[config.mk]
export PLATFORM = sky130hd
export DESIGN_NAME = roll_scheduler
export DESIGN_NICKNAME = d
export VERILOG_FILES = /design/src/rtl/roll_scheduler.sv
export SDC_FILE = /design/constraint.sdc
export NUM_CORES = 1
export LEC_CHECK = 0
export CAP_MARGIN = 40
export CORE_UTILIZATION = 45
export CTS_CLUSTER_DIAMETER = 40
export DETAILED_ROUTE_END_ITERATION = 16
export PLACE_DENSITY = 0.58
export SLEW_MARGIN = 20
export SYNTH_ARGS = -nofsm -noshare
export SYNTH_HDL_FRONTEND = slang
export SYNTH_SLANG_ARGS = --single-unit
export TNS_END_PERCENT = 10
[constraint.sdc]
create_clock -name i_clk -period 12.33 [get_ports i_clk]
set_input_delay 3.699 -clock i_clk [delete_from_list [all_inputs] [get_ports i_clk]]
set_output_delay 3.699 -clock i_clk [all_outputs]
set_load 0.005 [all_outputs]
[src/rtl/roll_scheduler.sv]
// Dice-roll sequencer: issues decelerating step enables to an external LFSR,
// latches the final roll and keeps a small browsable history of results.
module roll_scheduler #(
    parameter int STAGE_LEN  = 100000000,
    parameter int BASE_TICK  = STAGE_LEN >> 5,
    parameter int NUM_STAGES = 5,
    parameter int HIST_DEPTH = 4
) (
    input  logic                              i_clk,
    input  logic                              i_rst_n,
    input  logic                              i_start,
    input  logic                              i_prev,
    input  logic [3:0]                        i_rand,
    output logic                              o_step,
    output logic [3:0]                        o_value,
    output logic                              o_busy,
    output logic [2:0]                        o_stage,
    output logic                              o_done,
    output logic [$clog2(HIST_DEPTH)-1:0]     o_hist_idx,
    output logic [$clog2(HIST_DEPTH+1)-1:0]   o_hist_count
);

    localparam int CNT_W = (STAGE_LEN > 1) ? $clog2(STAGE_LEN) : 1;
    localparam int IDX_W = $clog2(HIST_DEPTH);
    localparam int HCW   = $clog2(HIST_DEPTH + 1);

    typedef enum logic [1:0] {
        S_IDLE,
        S_ROLL,
        S_DONE,
        S_HIST
    } state_t;

    state_t             state, next_state;
    logic [2:0]         stage;
    logic [CNT_W-1:0]   stage_cnt;
    logic [CNT_W-1:0]   tick_cnt;
    logic [CNT_W-1:0]   period_m1;
    logic               tick_end;
    logic               stage_end;
    logic               last_stage;
    logic               step_d;
    logic [3:0]         value_q;
    logic [3:0]         hist [HIST_DEPTH];
    logic [IDX_W-1:0]   wr_ptr;
    logic [IDX_W-1:0]   idx;
    logic [IDX_W-1:0]   rd_ptr;
    logic [HCW-1:0]     hist_count;

    // Step period doubles every stage; modular subtraction keeps a full-width
    // period (BASE_TICK<<stage == 2**CNT_W) decoding correctly as all-ones.
    assign period_m1  = (CNT_W'(BASE_TICK) << stage) - CNT_W'(1);
    assign tick_end   = (tick_cnt == period_m1);
    assign stage_end  = (stage_cnt == CNT_W'(STAGE_LEN - 1));
    assign last_stage = (stage == 3'(NUM_STAGES - 1));
    assign rd_ptr     = wr_ptr - IDX_W'(1) - idx;

    assign o_hist_idx   = idx;
    assign o_hist_count = hist_count;

    always_ff @(posedge i_clk or negedge i_rst_n) begin
        // NOTE: non-blocking assignments so every register samples pre-edge values.
        if (!i_rst_n) begin
            state <= S_IDLE;
        end else begin
            state <= next_state;
        end
    end

    always_comb begin
        // NOTE: every output gets a default first, so no path can infer a latch.
        next_state = state;
        o_step     = 1'b0;
        o_busy     = 1'b0;
        o_done     = 1'b0;
        o_stage    = '0;
        o_value    = value_q;
        unique case (state)
            S_IDLE: begin
                if (i_start) begin
                    next_state = S_ROLL;
                end else if (i_prev && hist_count != '0) begin
                    next_state = S_HIST;
                end
            end
            S_ROLL: begin
                o_busy  = 1'b1;
                o_stage = stage;
                o_step  = tick_end;
                if (!i_start && stage_end && last_stage) begin
                    next_state = S_DONE;
                end
            end
            S_DONE: begin
                o_done     = 1'b1;
                next_state = S_IDLE;
            end
            S_HIST: begin
                o_value = hist[rd_ptr];
                if (i_start) begin
                    next_state = S_ROLL;
                end
            end
            default: next_state = S_IDLE;
        endcase
    end

    // Counters rest at zero outside a roll, so entry from any state starts clean.
    always_ff @(posedge i_clk or negedge i_rst_n) begin
        if (!i_rst_n) begin
            stage     <= '0;
            stage_cnt <= '0;
            tick_cnt  <= '0;
        end else if (state != S_ROLL || i_start) begin
            stage     <= '0;
            stage_cnt <= '0;
            tick_cnt  <= '0;
        end else if (stage_end) begin
            stage     <= stage + 3'd1;
            stage_cnt <= '0;
            tick_cnt  <= '0;
        end else begin
            stage_cnt <= stage_cnt + CNT_W'(1);
            tick_cnt  <= tick_end ? '0 : tick_cnt + CNT_W'(1);
        end
    end

    // The LFSR advances on the step edge, so its new value is taken a cycle later.
    always_ff @(posedge i_clk or negedge i_rst_n) begin
        if (!i_rst_n) begin
            step_d  <= 1'b0;
            value_q <= '0;
        end else begin
            step_d <= o_step;
            if (state == S_DONE || (state == S_ROLL && step_d)) begin
                value_q <= i_rand;
            end
        end
    end

    always_ff @(posedge i_clk or negedge i_rst_n) begin
        if (!i_rst_n) begin
            // NOTE: the history array is reset explicitly; it is tiny and must read 0.
            for (int i = 0; i < HIST_DEPTH; i++) begin
                hist[i] <= '0;
            end
            wr_ptr     <= '0;
            hist_count <= '0;
        end else if (state == S_DONE) begin
            hist[wr_ptr] <= i_rand;
            wr_ptr       <= wr_ptr + IDX_W'(1);
            if (hist_count != HCW'(HIST_DEPTH)) begin
                hist_count <= hist_count + HCW'(1);
            end
        end
    end

    // Browse offset only lives in S_HIST; it wraps over the valid entries.
    always_ff @(posedge i_clk or negedge i_rst_n) begin
        if (!i_rst_n) begin
            idx <= '0;
        end else if (state == S_HIST && !i_start) begin
            if (i_prev) begin
                idx <= (HCW'(idx) == hist_count - HCW'(1)) ? '0 : idx + IDX_W'(1);
            end
        end else begin
            idx <= '0;
        end
    end

endmodule

# Yosys cells after proc, flatten, opt, wreduce, memory -nomap -nowiden
# Index checks and enable logic that the tools add are counted.
op_classes:
  mux: 26
  magnitude_cmp: 3
  n_eq_ne: 13
  n_bitwise: 2
  addsub: 10
  reduce_logical: 14
  n_shift: 1
ops:
  columns: ["op", "n"]
  rows:
  - ["27-bit two-way mux", 5]
  - ["27-bit by 1-bit adder with 27-bit output (second input constant)", 2]
  - ["27-bit == test", 1]
  - ["27-bit == test (second input constant)", 1]
  - ["22-bit by 3-bit << shifter with 27-bit output (first input constant)", 1]
  - ["27-bit by 2-bit subtractor with 27-bit output (second input constant)", 1]
  - ["16-bit bitwise mux", 1]
  - ["4-bit two-way mux", 4]
  - ["2-bit two-way mux", 7]
  - ["3-bit two-way mux", 3]
  - ["4-bit binary-select mux with 2-bit select", 1]
  - ["4-bit demux with 2-bit select", 1]
  - ["2-bit one-hot mux with 4 select lines", 1]
  - ["3-bit by 1-bit adder with 3-bit output (second input constant)", 2]
  - ["3-bit >= comparator (second input constant)", 2]
  - ["1-bit logical AND", 6]
  - ["2-bit inequality test (second input constant)", 3]
  - ["3-bit inequality test (second input constant)", 2]
  - ["2-bit NOT with 3-bit output", 2]
  - ["2-bit by 1-bit adder with 2-bit output (second input constant)", 2]
  - ["2-bit == test (second input constant)", 2]
  - ["2-bit by 3-bit == test with 1-bit output", 1]
  - ["3-bit == test (second input constant)", 1]
  - ["3-bit by 1-bit < comparator with 1-bit output (second input constant)", 1]
  - ["other kinds (13)", 16]
totals:
  regBits: 87
  elab_cells: 82
  input_bits: 8
  out_inout_bits: 15

# Depth between registers and ports, before layout
depth:
  depth_word: 7
  mapped_depth: 13
  mapped_depth_nobuf: 11

# Worst setup path after synthesis
# No wires, ideal clock.
synth_path:
  kind: "register -> output"
  startpoint: "reg stage[1]"
  endpoint: "out o_step"
  arrival_time_ns: 3.259
  setup_slack_ns: 5.372
  stages_incl_launch_ff: 12
  t_required_ns: 8.631
  n_path_buf: 1
  cell_sequence: "dfrtp_1 -> clkbuf_1 -> inv_1 -> ha_1 -> nand2_1 -> ha_1 -> nor2b_1 -> o21ai_1 -> a2111o_1 -> or4_4 -> nor4_4 -> and2_2"
synth_via:
  elab_chain_cells: 4
synth_rtl:
  columns: ["element", "line_no", "text"]
  rows:
  - ["from (decl)", "35", "logic [2:0] stage;"]
  - ["from (signal assigned)", "119", "stage <= stage + 3'd1;"]
  - ["22-bit by 3-bit << shifter with 27-bit output", "52", "assign period_m1 = (CNT_W'(BASE_TICK) << stage) - CNT_W'(1);"]
  - ["27-bit by 2-bit subtractor with 27-bit output", "52", null]
  - ["27-bit == test", "53", "assign tick_end = (tick_cnt == period_m1);"]
  - ["1-bit two-way mux", "78", "unique case (state)"]
  - ["to (decl)", "14", "output logic o_step,"]
# No other way between the ends.

# Final worst setup path
layout_path:
  startpoint: "reg stage[0]"
  endpoint: "out o_step"
# Same word-level chain as after synthesis.

==> results.ini <==
[power_and_ir_drop]
p_leak_nw=2.39
p_sw_share_pct=21.8
comb_power_share_pct=4.1
p_int_uw=457
p_total_uw=584
clkPwrFrac_pct=45.7
max-vdd-ir-drop_uv=98.9
p_per_area_mw_per_mm2=99.2
p_sw_uw=128
pwr-share-seq_pct=50.2

[timing]
rsz0062_at_grt=false
hold_violations=0
fmax_mhz=119
worst_pin_slew_ns=0.662
drv_slew=0
fin_crit_sh_pct=68.3
finalWorstPathRequiredPeriod_ns=8.43
relSlewSlack_pct=55.6
finalSetupViolCount=0
setup_tns_ns=0
clock_skew_ns=0.00519

[worst_setup_path]
worstPathMaxFanout=27
required_ns=8.63
timing.rr.start=stage[0]
cp-end-kind=output pin
worst_path_max_delay_cell=dfrtp_1
arrival_ns=4.73
cp_common_cell=ha_1
cp-start-kind=flip-flop
startpoint=stage[0]
path_cells=inv_1, ha_1, nand2b_4, ha_1, nor2b_1, o21ai_1, a2111o_1, or4_4, nor4_4, buf_4, and2_2, clkdlybuf4s50_1
crit_type=flip-flop to output pin
cpPeakStageDelay_ns=0.61

[yosys]
yosys_warnings=0
syn_avg_cell_area_sq_um=9.93
synth.distinct_cells=53
syn_inst=527
syn_nets=561
synthArstFlopShare_pct=100
synthesis.area_sq_mm=0.00524
synthFlopType=dfrtp_1
ys_seq_elements=87
synth_edf_count=0
seq_area_frac_synth_pct=41.6

[floorplan]
coreArea_sq_mm=0.0114
rows=39
dieArea_sq_mm=0.0121
io_pins=23
start_util_pct=46.0
die_w_um=110
die_height_um=110

[layout]
fillers=1042
final_common_cell=dfrtp_1
area_delta_synth_final_pct=12.5
final_cell_count_no_fill=692
drive_gt1_share_pct=11.1
antenna_cells=0
layout_common_cells=dfrtp_1 (87), nor2_1 (53), xor2_1 (42)
final_nets=580

[global_routing]
grt-ovfl-total=0
grt_pass1_wl_um=18900
grt_pass1_vias=3821
grt_max_degree=49
grt.total_usage_pct=20.1
antenna_found_initial=0

[clock_tree]
cts_sinks=87
htreeDepth=3
cts-resized-gates=0
clk_pin_slew_ns=0.06
cts_hold_buf=0
numCtsBuffers=9
post_cts_buffers=0
cts-root-buf=clkbuf_16
clock_path_buffers=2
cts_tree=done
worstSkewPairLatency_ns=0.34

[route]
antenna_left=0
vias_per_cell=5.47
drc=0
wl_um=10600
post_drt_wl_per_cell_um=15.3
drt_first_pass_iters=4
vias=3787
drtIter0Drc=191

[status]
outcome=completed

[place]
port_buffers=22
gp_congestion=0.819
place_inst=678
dpl.hpwl_um=7650

[min_path]
hold_path_startpoint=tick_cnt[0]
hold_class=flip-flop to flip-flop

[job]
maxCapViolCount=0

power by group through the flow:
stage / combinational (mW) / sequential, mW / clock [mW]
after global placement: 0.0223 / 0.298 / 0
after detailed placement: 0.0248 / 0.299 / 0
after global routing: 0.0273 / 0.294 / 0.283
after floorplan: 0.0106 / 0.298 / 0
final: 0.0239 / 0.293 / 0.267
after CTS: 0.0250 / 0.293 / 0.274
per-layer routing:
layer	track usage (%)	share of wire, %	up-vias
met5	0	0	-
met4	4.86	1.1	0
met3	3.73	2.1	9
met2	33.6	49	28
met1	26.9	48	1885
li1	-	-	1865
metrics by stage:
step           cell area [sq um]  util (%)  hold WS (ns)  worst slack, ns
6_report                    5890      51.8         0.473             3.90
5_1_grt                     5890      51.8         0.503             3.66
4_1_cts                     5890      51.8         0.477             3.94
3_5_place_dp                5600      49.3         0.467             4.32
3_3_place_gp                5550      48.8         0.469             4.46
2_1_floorplan               5240         -         0.447             5.37
registers in the layout (all words and copies together), names as in the netlist:
| name | cells |
|---|---|
| hist | 16 |
| o_hist_idx | 2 |
| stage_cnt | 27 |
| step_d | 1 |
| o_hist_count | 3 |
| state | 2 |
| stage | 3 |
| wr_ptr | 2 |
| tick_cnt | 27 |
| value_q | 4 |
synthesized netlist by cell type (2+ instances only):
cell	n	area share, %
a21boi_0	4	0.57
a21oi_1	13	1.2
a22oi_1	2	0.29
a31oi_1	3	0.36
and2_1	4	0.48
and3_1	6	0.72
and4_1	4	0.67
buf_2	4	0.38
buf_6	4	0.86
clkbuf_1	12	0.86
dfrtp_1	87	42
ha_1	26	6.2
inv_1	21	1.5
mux2_2	24	5.2
mux2i_1	7	1.3
mux4_2	4	1.7
nand2_1	32	2.3
nand2b_1	7	0.84
nand3_1	26	2.5
nand4_1	14	1.7
nor2_1	53	3.8
nor2b_1	8	0.96
nor3_1	30	2.9
nor3_2	3	0.57
nor3b_1	3	0.43
nor4_1	4	0.48
nor4b_1	3	0.50
nor4bb_1	2	0.38
o2111ai_1	2	0.33
o21ai_0	15	1.4
or3_1	3	0.36
xnor2_1	35	5.9
xor2_1	42	7.0
critical path: cells and delay by family (launching register included):
family / cells / cell delay [ns]
AO/OA/AOI/OAI: 2 / 0.56
adder cells (fa/ha/maj): 2 / 0.60
AND/OR/NAND/NOR: 5 / 1.60
flip-flops: 1 / 0.61
buffers and inverters: 3 / 1.00
kinds of logic (layout without fill, tap and decap cells):
kind of cell               Yosys count  in the layout  share of synthesized area [%]
xor gates and xnor gates            77             77                           12.9
muxes                               35             35                           8.22
AOI/OAI and AO/OA                   49             49                           5.86
and+or+nand+nor                    212            212                           21.6
buffers and inverters               41             63                           3.61
adders and majority gates           26             26                           6.21
DFF                                 87             87                           41.6
final timing paths:
check / to / slack, ns / cells past startpoint
max: o_step / 3.90 / 12
min: tick_cnt[0] / 0.47 / 1
max reg2reg: step_d / 8.37 / 11
min reg2reg: tick_cnt[0] / 0.47 / 1
max in group asynchronous: hist[6] / 8.22 / 3
min in group asynchronous: o_hist_count[0] / 3.22 / 1
layout make-up:
class / count / area (sq um) / area share [%]
Clock buffer: 9 / 225 / 3.82
Multi-Input combinational cell: 399 / 2870 / 48.8
Clock inverter: 5 / 60.1 / 1.02
Sequential cell: 87 / 2180 / 37.0
Timing Repair Buffer: 28 / 295 / 5.01
Inverter: 21 / 78.8 / 1.34
Tap cell: 143 / 179 / 3.04
No activity file was read; power rests on OpenSTA's default activity.
